`src/rtl/instr_fetch_reg_if.sv`:
```
// Instruction-memory fetch port: request/acknowledge handshake with wait states.
`timescale 1ns/1ps
interface instr_fetch_reg_if;
    localparam int unsigned ADDR_W = 32;
    localparam int unsigned DATA_W = 32;

    logic              req;
    logic [ADDR_W-1:0] addr;
    logic              ack;
    logic [DATA_W-1:0] data;

    modport master (output req, output addr, input ack, input data);
    modport slave  (input req, input addr, output ack, output data);
endinterface

```
`src/rtl/instr_fetch_reg.sv`:
```
// Fetch stage and instruction register: owns the PC, fetches over the imem
// handshake, holds the fetched word and splits it into decode fields.
`timescale 1ns/1ps
module instr_fetch_reg #(
    parameter logic [31:0] PC_RESET = 32'h0000_0000
) (
    input  logic                     CLK,
    input  logic                     Reset,
    input  logic                     Stall,
    input  logic                     Redirect,
    input  logic [31:0]              RedirectAddr,
    instr_fetch_reg_if.master        imem,
    output logic                     instValid,
    output logic [5:0]               op,
    output logic [4:0]               rs,
    output logic [4:0]               rt,
    output logic [4:0]               rd,
    output logic [4:0]               sa,
    output logic [5:0]               funct,
    output logic [15:0]              immediate,
    output logic                     ExtSel,
    output logic [31:0]              pcOut,
    output logic [31:0]              pcPlus4
);
    localparam int unsigned ADDR_W = 32;
    localparam int unsigned DATA_W = 32;
    localparam int unsigned OP_W   = 6;

    typedef enum logic [1:0] {
        IDLE    = 2'd0,
        FETCH   = 2'd1,
        VALID   = 2'd2,
        DISCARD = 2'd3
    } state_t;

    state_t              state_q, state_d;
    logic [ADDR_W-1:0]   pc_q, pc_d;
    logic [ADDR_W-1:0]   pend_q, pend_d;
    logic [DATA_W-1:0]   ir_q, ir_d;
    logic [ADDR_W-1:0]   pc4_q, pc4_d;
    logic                req_q, req_d;
    logic                valid_q, valid_d;
    logic                ext_q, ext_d;
    logic [ADDR_W-1:0]   redir_addr;
    logic [OP_W-1:0]     op_d;

    // Branch targets are always word aligned.
    assign redir_addr = RedirectAddr & ~ADDR_W'(3);

    // State register.
    always_ff @(posedge CLK or negedge Reset) begin
        if (!Reset) begin
            state_q <= IDLE;
        end else begin
            state_q <= state_d;
        end
    end

    // Next state plus next values of every datapath/output register.
    always_comb begin
        state_d = state_q;
        pc_d    = pc_q;
        pend_d  = pend_q;
        ir_d    = ir_q;
        case (state_q)
            IDLE: begin
                state_d = FETCH;
            end
            FETCH: begin
                if (imem.ack) begin
                    if (Redirect) begin
                        pc_d = redir_addr;
                    end else begin
                        ir_d    = imem.data;
                        state_d = VALID;
                    end
                end else if (Redirect) begin
                    pend_d  = redir_addr;
                    state_d = DISCARD;
                end
            end
            VALID: begin
                if (Redirect) begin
                    pc_d    = redir_addr;
                    state_d = FETCH;
                end else if (!Stall) begin
                    pc_d    = pc_q + ADDR_W'(4);
                    state_d = FETCH;
                end
            end
            DISCARD: begin
                // The old request must complete before the new target is issued.
                if (Redirect) begin
                    pend_d = redir_addr;
                end
                if (imem.ack) begin
                    pc_d    = Redirect ? redir_addr : pend_q;
                    state_d = FETCH;
                end
            end
            default: begin
                state_d = IDLE;
            end
        endcase

        req_d   = (state_d == FETCH) || (state_d == DISCARD);
        valid_d = (state_d == VALID);
        pc4_d   = pc_d + ADDR_W'(4);
        op_d    = ir_d[31:26];
        // Logical immediates are zero extended, everything else sign extended.
        ext_d   = !((op_d == OP_W'(6'h0C)) || (op_d == OP_W'(6'h0D)) ||
                    (op_d == OP_W'(6'h0E)));
    end

    // Datapath and output registers.
    always_ff @(posedge CLK or negedge Reset) begin
        if (!Reset) begin
            pc_q    <= PC_RESET;
            pend_q  <= '0;
            ir_q    <= '0;
            pc4_q   <= PC_RESET + ADDR_W'(4);
            req_q   <= 1'b0;
            valid_q <= 1'b0;
            ext_q   <= 1'b1;
        end else begin
            pc_q    <= pc_d;
            pend_q  <= pend_d;
            ir_q    <= ir_d;
            pc4_q   <= pc4_d;
            req_q   <= req_d;
            valid_q <= valid_d;
            ext_q   <= ext_d;
        end
    end

    assign imem.req  = req_q;
    assign imem.addr = pc_q;
    assign instValid = valid_q;
    assign op        = ir_q[31:26];
    assign rs        = ir_q[25:21];
    assign rt        = ir_q[20:16];
    assign rd        = ir_q[15:11];
    assign sa        = ir_q[10:6];
    assign funct     = ir_q[5:0];
    assign immediate = ir_q[15:0];
    assign ExtSel    = ext_q;
    assign pcOut     = pc_q;
    assign pcPlus4   = pc4_q;
endmodule

```
`src/flat_wrapper.sv`:
```
// flat-port wrapper written by rule: the top's interface ports become plain ports
module instr_fetch_reg_flat 
#(
    parameter logic [31:0] PC_RESET = 32'h0000_0000
)
  (CLK, Reset, Stall, Redirect, RedirectAddr, instValid, op, rs, rt, rd, sa, funct, immediate, ExtSel, pcOut, pcPlus4, imem_req, imem_addr, imem_ack, imem_data);
  instr_fetch_reg_if imem_i ();
  input  logic CLK;
  input  logic Reset;
  input  logic Stall;
  input  logic Redirect;
  input  logic [31:0] RedirectAddr;
  output logic instValid;
  output logic [5:0] op;
  output logic [4:0] rs;
  output logic [4:0] rt;
  output logic [4:0] rd;
  output logic [4:0] sa;
  output logic [5:0] funct;
  output logic [15:0] immediate;
  output logic ExtSel;
  output logic [31:0] pcOut;
  output logic [31:0] pcPlus4;
  output wire logic [$bits(imem_i.req)-1:0] imem_req;
  output wire logic [$bits(imem_i.addr)-1:0] imem_addr;
  input wire logic [$bits(imem_i.ack)-1:0] imem_ack;
  input wire logic [$bits(imem_i.data)-1:0] imem_data;
  assign imem_req = imem_i.req;
  assign imem_addr = imem_i.addr;
  assign imem_i.ack = imem_ack;
  assign imem_i.data = imem_data;
  instr_fetch_reg #(.PC_RESET(PC_RESET)) u_core (.CLK(CLK), .Reset(Reset), .Stall(Stall), .Redirect(Redirect), .RedirectAddr(RedirectAddr), .imem(imem_i), .instValid(instValid), .op(op), .rs(rs), .rt(rt), .rd(rd), .sa(sa), .funct(funct), .immediate(immediate), .ExtSel(ExtSel), .pcOut(pcOut), .pcPlus4(pcPlus4));
endmodule
```
`config.mk`:
```
export PLATFORM = sky130hd
export DESIGN_NAME = instr_fetch_reg_flat
export DESIGN_NICKNAME = d
export VERILOG_FILES = /design/src/rtl/instr_fetch_reg_if.sv /design/src/rtl/instr_fetch_reg.sv /design/src/flat_wrapper.sv
export SDC_FILE = /design/constraint.sdc
export NUM_CORES = 1
export LEC_CHECK = 0
export BUFFER_PORTS_ARGS = -buffer_cell sky130_fd_sc_hd__buf_4
export CAP_MARGIN = 20
export CORE_MARGIN = 2
export CORE_UTILIZATION = 43
export CTS_CLUSTER_SIZE = 25
export DETAILED_ROUTE_END_ITERATION = 10
export GPL_ROUTABILITY_DRIVEN = 1
export GPL_TIMING_DRIVEN = 0
export MAX_ROUTING_LAYER = met4
export PLACE_DENSITY = 0.77
export SYNTH_ARGS = -nofsm -noshare
export SYNTH_HDL_FRONTEND = slang
export SYNTH_SLANG_ARGS = --single-unit
```
`constraint.sdc`:
```
create_clock -name CLK -period 2.9 [get_ports CLK]
set_clock_uncertainty 0.05 [all_clocks]
set_input_delay 0.29 -clock CLK [delete_from_list [all_inputs] [get_ports CLK]]
set_output_delay 0.29 -clock CLK [all_outputs]
set_load 0.1 [all_outputs]
```
# [Word level (Yosys, flattened, before mapping)]
# Cells that the tools add are included.
[word_totals] register_bits=133 in_bits=69 output_inout_bits=147 wordCells=49
[classes] add_sub_neg=2 eq_ne=10 muxes=19 bitwise_logic=1 reduce_logical=8
[ops] cell="32-bit two-way mux" n=10
[ops] cell="32-bit case mux with 3 select lines" n=1
[ops] cell="32-bit by 3-bit adder with 32-bit output (second input constant)" n=2
[ops] cell="32-bit case mux with 2 select lines" n=1
[ops] cell="6-bit by 4-bit equality test with 1-bit output (second input constant)" n=3
[ops] cell="2-bit two-way mux" n=6
[ops] cell="2-bit equality test (second input constant)" n=4
[ops] cell="2-bit case mux with 4 select lines" n=1
[ops] cell="2-bit by 1-bit equality test with 1-bit output (second input constant)" n=2
[ops] cell="1-bit logical OR" n=3
[ops] cell="3-bit AND reduction" n=1
[ops] cell="2-bit zero test" n=1
[ops] cell="2-bit inequality test (second input constant)" n=1
[ops] cell="2-bit AND reduction" n=1
[ops] cell="2-bit nonzero test" n=1
[ops] cell="1-bit zero test" n=1
[ops] cell="1-bit NOT" n=1

# [Logic depth before layout (Yosys ltp)]
[logic_depth] depth_word=7 depth_mapped=13 ltp_nobuf=9

# [Worst setup path after synthesis]
# No wires, ideal clock.
[synth_timing] kind="flip-flop to flip-flop" start="register u_core.pc_q[2], in the netlist u_core.imem.addr[2]" end="register u_core.pc4_q[26], in the netlist u_core.pcPlus4[26]" setup_ps=126 t_arrival_ps=3209 required_time_ps=2724 slack_ps=-484 stages_incl_launch_ff=11 path_buffers=1 period_less_slack_ps=3384 path_cell_list="dfrtp_1 -> ha_1 -> nand4b_1 -> or4_4 -> nor4_1 -> or4_1 -> buf_4 -> nand4_4 -> nor4b_4 -> nand4_1 -> xnor2_1"
[synth_via] elab_chain_len=5 elab_cells_between_ends=8 cone_classes="2 x add/sub; 6 x mux"
[synth_rtl] item="from (decl)" line="instr_fetch_reg.sv:37" text="logic [ADDR_W-1:0] pc_q, pc_d;"
[synth_rtl] item="from (signal assigned)" line="instr_fetch_reg.sv:126" text="pc_q <= pc_d;"
[synth_rtl] item="32-bit by 3-bit adder with 32-bit output" line="instr_fetch_reg.sv:87" text="pc_d = pc_q + ADDR_W'(4);"
[synth_rtl] item="32-bit two-way mux" line="instr_fetch_reg.sv:86" text="end else if (!Stall) begin"
[synth_rtl] item="32-bit two-way mux" line="instr_fetch_reg.sv:83" text="if (Redirect) begin"
[synth_rtl] item="32-bit case mux with 3 select lines" line="instr_fetch_reg.sv:65" text="case (state_q)"
[synth_rtl] item="net u_core.pc_d[18]" line="instr_fetch_reg.sv:37"
[synth_rtl] item="32-bit by 3-bit adder with 32-bit output" line="instr_fetch_reg.sv:108" text="pc4_d = pc_d + ADDR_W'(4);"
[synth_rtl] item="net u_core.pc4_d[26]" line="instr_fetch_reg.sv:40" text="logic [ADDR_W-1:0] pc4_q, pc4_d;"
[synth_rtl] item="to (signal assigned)" line="instr_fetch_reg.sv:121" text="pc4_q <= PC_RESET + ADDR_W'(4);"
[synth_rtl] item="to (signal assigned)" line="instr_fetch_reg.sv:129" text="pc4_q <= pc4_d;"
[synth_rtl] item="to (decl)" line="instr_fetch_reg.sv:40"
# The timed path passes the listed nets, and every way through them passes these cells.
# A chain may end at the register's enable or synchronous reset.

# [Final worst setup path]
[layout_timing] start="register u_core.pc_q[3], in the netlist u_core.imem.addr[3]" end="register u_core.pc4_q[31], in the netlist u_core.pcPlus4[31]"
[layout_via] elab_chain_len=5 elab_cells_between_ends=8 cone_classes="2 x add/sub; 6 x mux"
[layout_rtl] item="32-bit by 3-bit adder with 32-bit output" line="instr_fetch_reg.sv:87"
[layout_rtl] item="32-bit two-way mux" line="instr_fetch_reg.sv:86"
[layout_rtl] item="32-bit two-way mux" line="instr_fetch_reg.sv:83"
[layout_rtl] item="32-bit case mux with 3 select lines *" line="instr_fetch_reg.sv:65"
[layout_rtl] item="32-bit by 3-bit adder with 32-bit output *" line="instr_fetch_reg.sv:108"
[layout_rtl] item="net u_core.pc4_d[31]" line="instr_fetch_reg.sv:40"
# The timed path passes the listed nets; every way through them passes the cells marked *.

==> results <==
- The first TritonRoute pass finished after 6 iterations.
- The tightest min-delay check is of the in2reg type.
- The count of maximum capacitance violations is 0.
- TritonCTS built the clock tree.
- The via count is between 7000 and 8000.
- The share of flip-flops with an asynchronous set or reset after synthesis is 1.00.
- Power comes to 12.2 mW.
- The proportion of netlist area held by the largest area contributor is 0.424.
- The worst vdd rail ir drop is between 0.9 and 1 mV.
- Of the cells placed in the final design, the portion with a size suffix greater than 1 is 0.497.
- roughly 220 I/O pins were placed.
- The die is between 100 and 150 µm wide.
- Once detail routing completed, the nets flagged for antenna violations numbered 0.
- The required time of the critical path is 3160 ps.
- Using the TritonRoute via totals, the vias-per-cell ratio works out to ~5.8.
- The initial detailed-routing violation count is roughly 600.
- The number of hold violations in the final report is 0.
- In this run, synthesis produced a sequential element count of 131.
- For the worst-skew pair, the clock arrives at the later sink with an insertion delay of 430 ps.
- The total overflow left after global routing is 0.
- From synthesis to final layout, the design area changed by 39.2%.
- Entering global routing, the biggest net connects 85 pins.
- At the end of the flow the core is filled with cells to 0.614.
- Setup violations remaining at the end of the flow were counted as 8.
- dfrtp_1 takes more of the synthesized area than any other cell.
- For this configuration, the core starts out at a cell density of 0.441.
- For this block, the routed nets add up to between 20000 and 30000 µm of wire.
- The critical path is of the reg2reg type.
- Clock tree synthesis inserted a total of 17 buffers.
- The headroom to the max-slew limit is 0.523.
- The number of remaining DRC errors is 0.
- The first global-routing pass estimated 37400 µm of wire.
- For this run, the top clock speed supported by timing is 331 MHz.
- Data arrives at the worst endpoint at approximately 3300 ps.
- Of the available clock period, the critical path in the final layout requires 1.04.
- The kind of end point of the critical path is a register.
- The run finished, with violations left.
- The average wire length per cell after detail routing is 20.7 µm.
- The worst-path maximum fanout is 8.
- The mean cell area of the mapped netlist is 10.3 µm².
- The die covers 0.0188 mm².
- The number of antenna violations at the first check in global routing is 0.
- The initialized floorplan defines between 40 and 50 standard-cell rows.
- The checks that failed: setup timing.
- The number of nets in the synthesized netlist is 808.
- No sink is reached through more buffers than the 2 on the longest clock path.
- The share of the Yosys chip area taken by registers is 0.430.
- Dividing total power by cell area gives a power density of 1150 mW/mm².
- The actual transition at the worst max-transition pin is roughly 700 ps.
- For this run, the leading register cell type out of synthesis is dfrtp_1.
- The leakage power is 4.88 nW.
- The number of H-tree branching levels is 4.
- The vertical extent of the die is 137 µm.
- The number of max-slew violations in the final report is 0.
- The count of input and output buffers is 211.
- The synthesized design contains 0 enable-type register cells.
- The netlist area before placement is 0.00762 mm².
- The repair_antennas step left the layout with diodes totalling 0.
- The root buffer cell chosen for the clock tree is clkbuf_16.
- The number of distinct standard cells referenced by the synthesized netlist is between 80 and 90.
- The final-stage net count is about 1100.
- dfrtp_1 is the most common cell in the netlist.
- The clock net in this run drives a total of ~130 sinks.
- By area the synthesized netlist is led by dfrtp_1 (42%), mux2_2 (9.2%), buf_4 (5.3%).
- Summed over all failing endpoints, the final setup total negative slack is -523 ps.
- The number of synthesis warnings is 0.
- The startpoint kind of the worst setup timing path is a register.
- Across all setup checks in the final design, the least slack found is -124 ps.
- Clock-pin slew was measured on the worst setup and hold paths at approximately 60 ps.
- The via count of the first global-routing pass was around 7000.
- The detailed placement HPWL is between 15000 and 20000 µm.
- Routability-driven placement finished with a final weighted congestion of 0.977.
- Setup repair after global routing could not meet its margin everywhere.
- The core region is approximately 0.017 mm².
- The gate count after technology mapping is around 740.
- The final critical path time including I/O delays and setup is between 3000 and 4000 ps.
- Ranked by instance count, the synthesized netlist is headed by dfrtp_1 (129), mux2_2 (62), nand2_1 (61).
- For this run, the total global-route usage over all layers was measured as 0.274.
[per-stage QoR]
stage	area, µm²	hold WS [ps]	cells	setup WS (ps)
floorplan	7660	-55.6	737	0.298
global placement	9530	424	1173	-713
detailed placement	9560	212	1175	-579
CTS	10300	28.7	1211	0.383
global route	10600	31.7	1225	-159
finish	10600	34.5	1225	-124
[critical path, stage by stage (launching register included)]
cell and delay [ps]:
dfrtp_4 430, ha_4 150, nand4b_1 200, or4_4 620
buf_6 150, nor4_4 210, or4_4 200, nand4_4 140
nor4b_4 290, buf_6 160, nand4_1 140, xnor2_1 160
[metal layers]
metal / up-vias / wire, µm / track usage
met1: 3389 / 9500 / 0.318
met5: - / 0 / -
met3: 60 / 2740 / 0.0663
met4: 0 / 726 / 0.127
li1: 3171 / - / -
met2: 449 / 12400 / 0.447
[cells in the final DEF (no fill, tap or decap), drive strengths merged, types with 6 or more instances in the layout]
master  instances
nand2          61
nand2b          8
nor2b          10
buf           315
xnor2          21
a222oi          6
o211ai          6
nand3          28
nand4          17
nor4            8
a22o            6
clkbuf         31
mux2           62
clkinv          6
mux2i          15
a31oi           8
o21ai          33
inv            27
nor3b           6
nand4b          6
o22ai           9
dfrtp         129
nor3           18
nor2           25
a21oi          29
xor2            7
[flip-flops by register name (all words and copies together) (netlist names), named ones only]
name	count
u_core.pcPlus4	30
u_core.instValid	1
u_core.imem.req	1
u_core.imem.addr	30
u_core.state_q	2
u_core.ir_q	32
u_core.pend_q	32
u_core.ExtSel	1
[layout make-up]
cell class / count / area, µm²
buffer: 89 / 614
clock buffer: 19 / 443
clock inverter: 13 / 126
fill: 1447 / 6680
inverter: 25 / 93.8
multi-input combinational: 484 / 3870
sequential: 131 / 3320
tap: 225 / 282
timing repair buffer: 239 / 1860
[what timing repair did]
| action | 4_1_cts | 5_1_grt |
|---|---|---|
| buffers inserted | 8 | 17 |
| hold buffers | 1 | 0 |
| resized for setup | 28 | 40 |
| pin swaps | 10 | 35 |
| endpoints found under the setup margin | 72 | 35 |
| endpoints found under the hold margin | 46 | 0 |
[worst paths after layout]
path	end	depth (start not counted)	slack, ps	start
max reg2reg	u_core.pcPlus4[31]	11	-120	u_core.imem.addr[3]
min	u_core.pend_q[6]	3	30	RedirectAddr[6]
max	u_core.pcPlus4[31]	11	-120	u_core.imem.addr[3]
min in group asynchronous	u_core.pcPlus4[23]	2	300	Reset
max in group asynchronous	u_core.imem.addr[5]	3	1690	Reset
min reg2reg	register	1	450	u_core.pend_q[1]
[power by group]
part	internal (mW)	switching, mW
sequential	2.34	0.501
combinational	1.73	5.61
clock	1.21	0.868
[cells by family (layout without fill, tap and decap cells)]
| family | Yosys count | in the layout | synth area share |
|---|---|---|---|
| simple gates | 215 | 215 | 0.173 |
| compound gates | 162 | 162 | 0.155 |
| flops | 131 | 131 | 0.430 |
| buf+inv | 122 | 385 | 0.0942 |
| mux | 77 | 77 | 0.111 |
| xor+xnor | 28 | 28 | 0.0322 |
| fa+ha+maj | 2 | 2 | 0.00328 |
No activity file was read; power rests on OpenSTA's default activity.
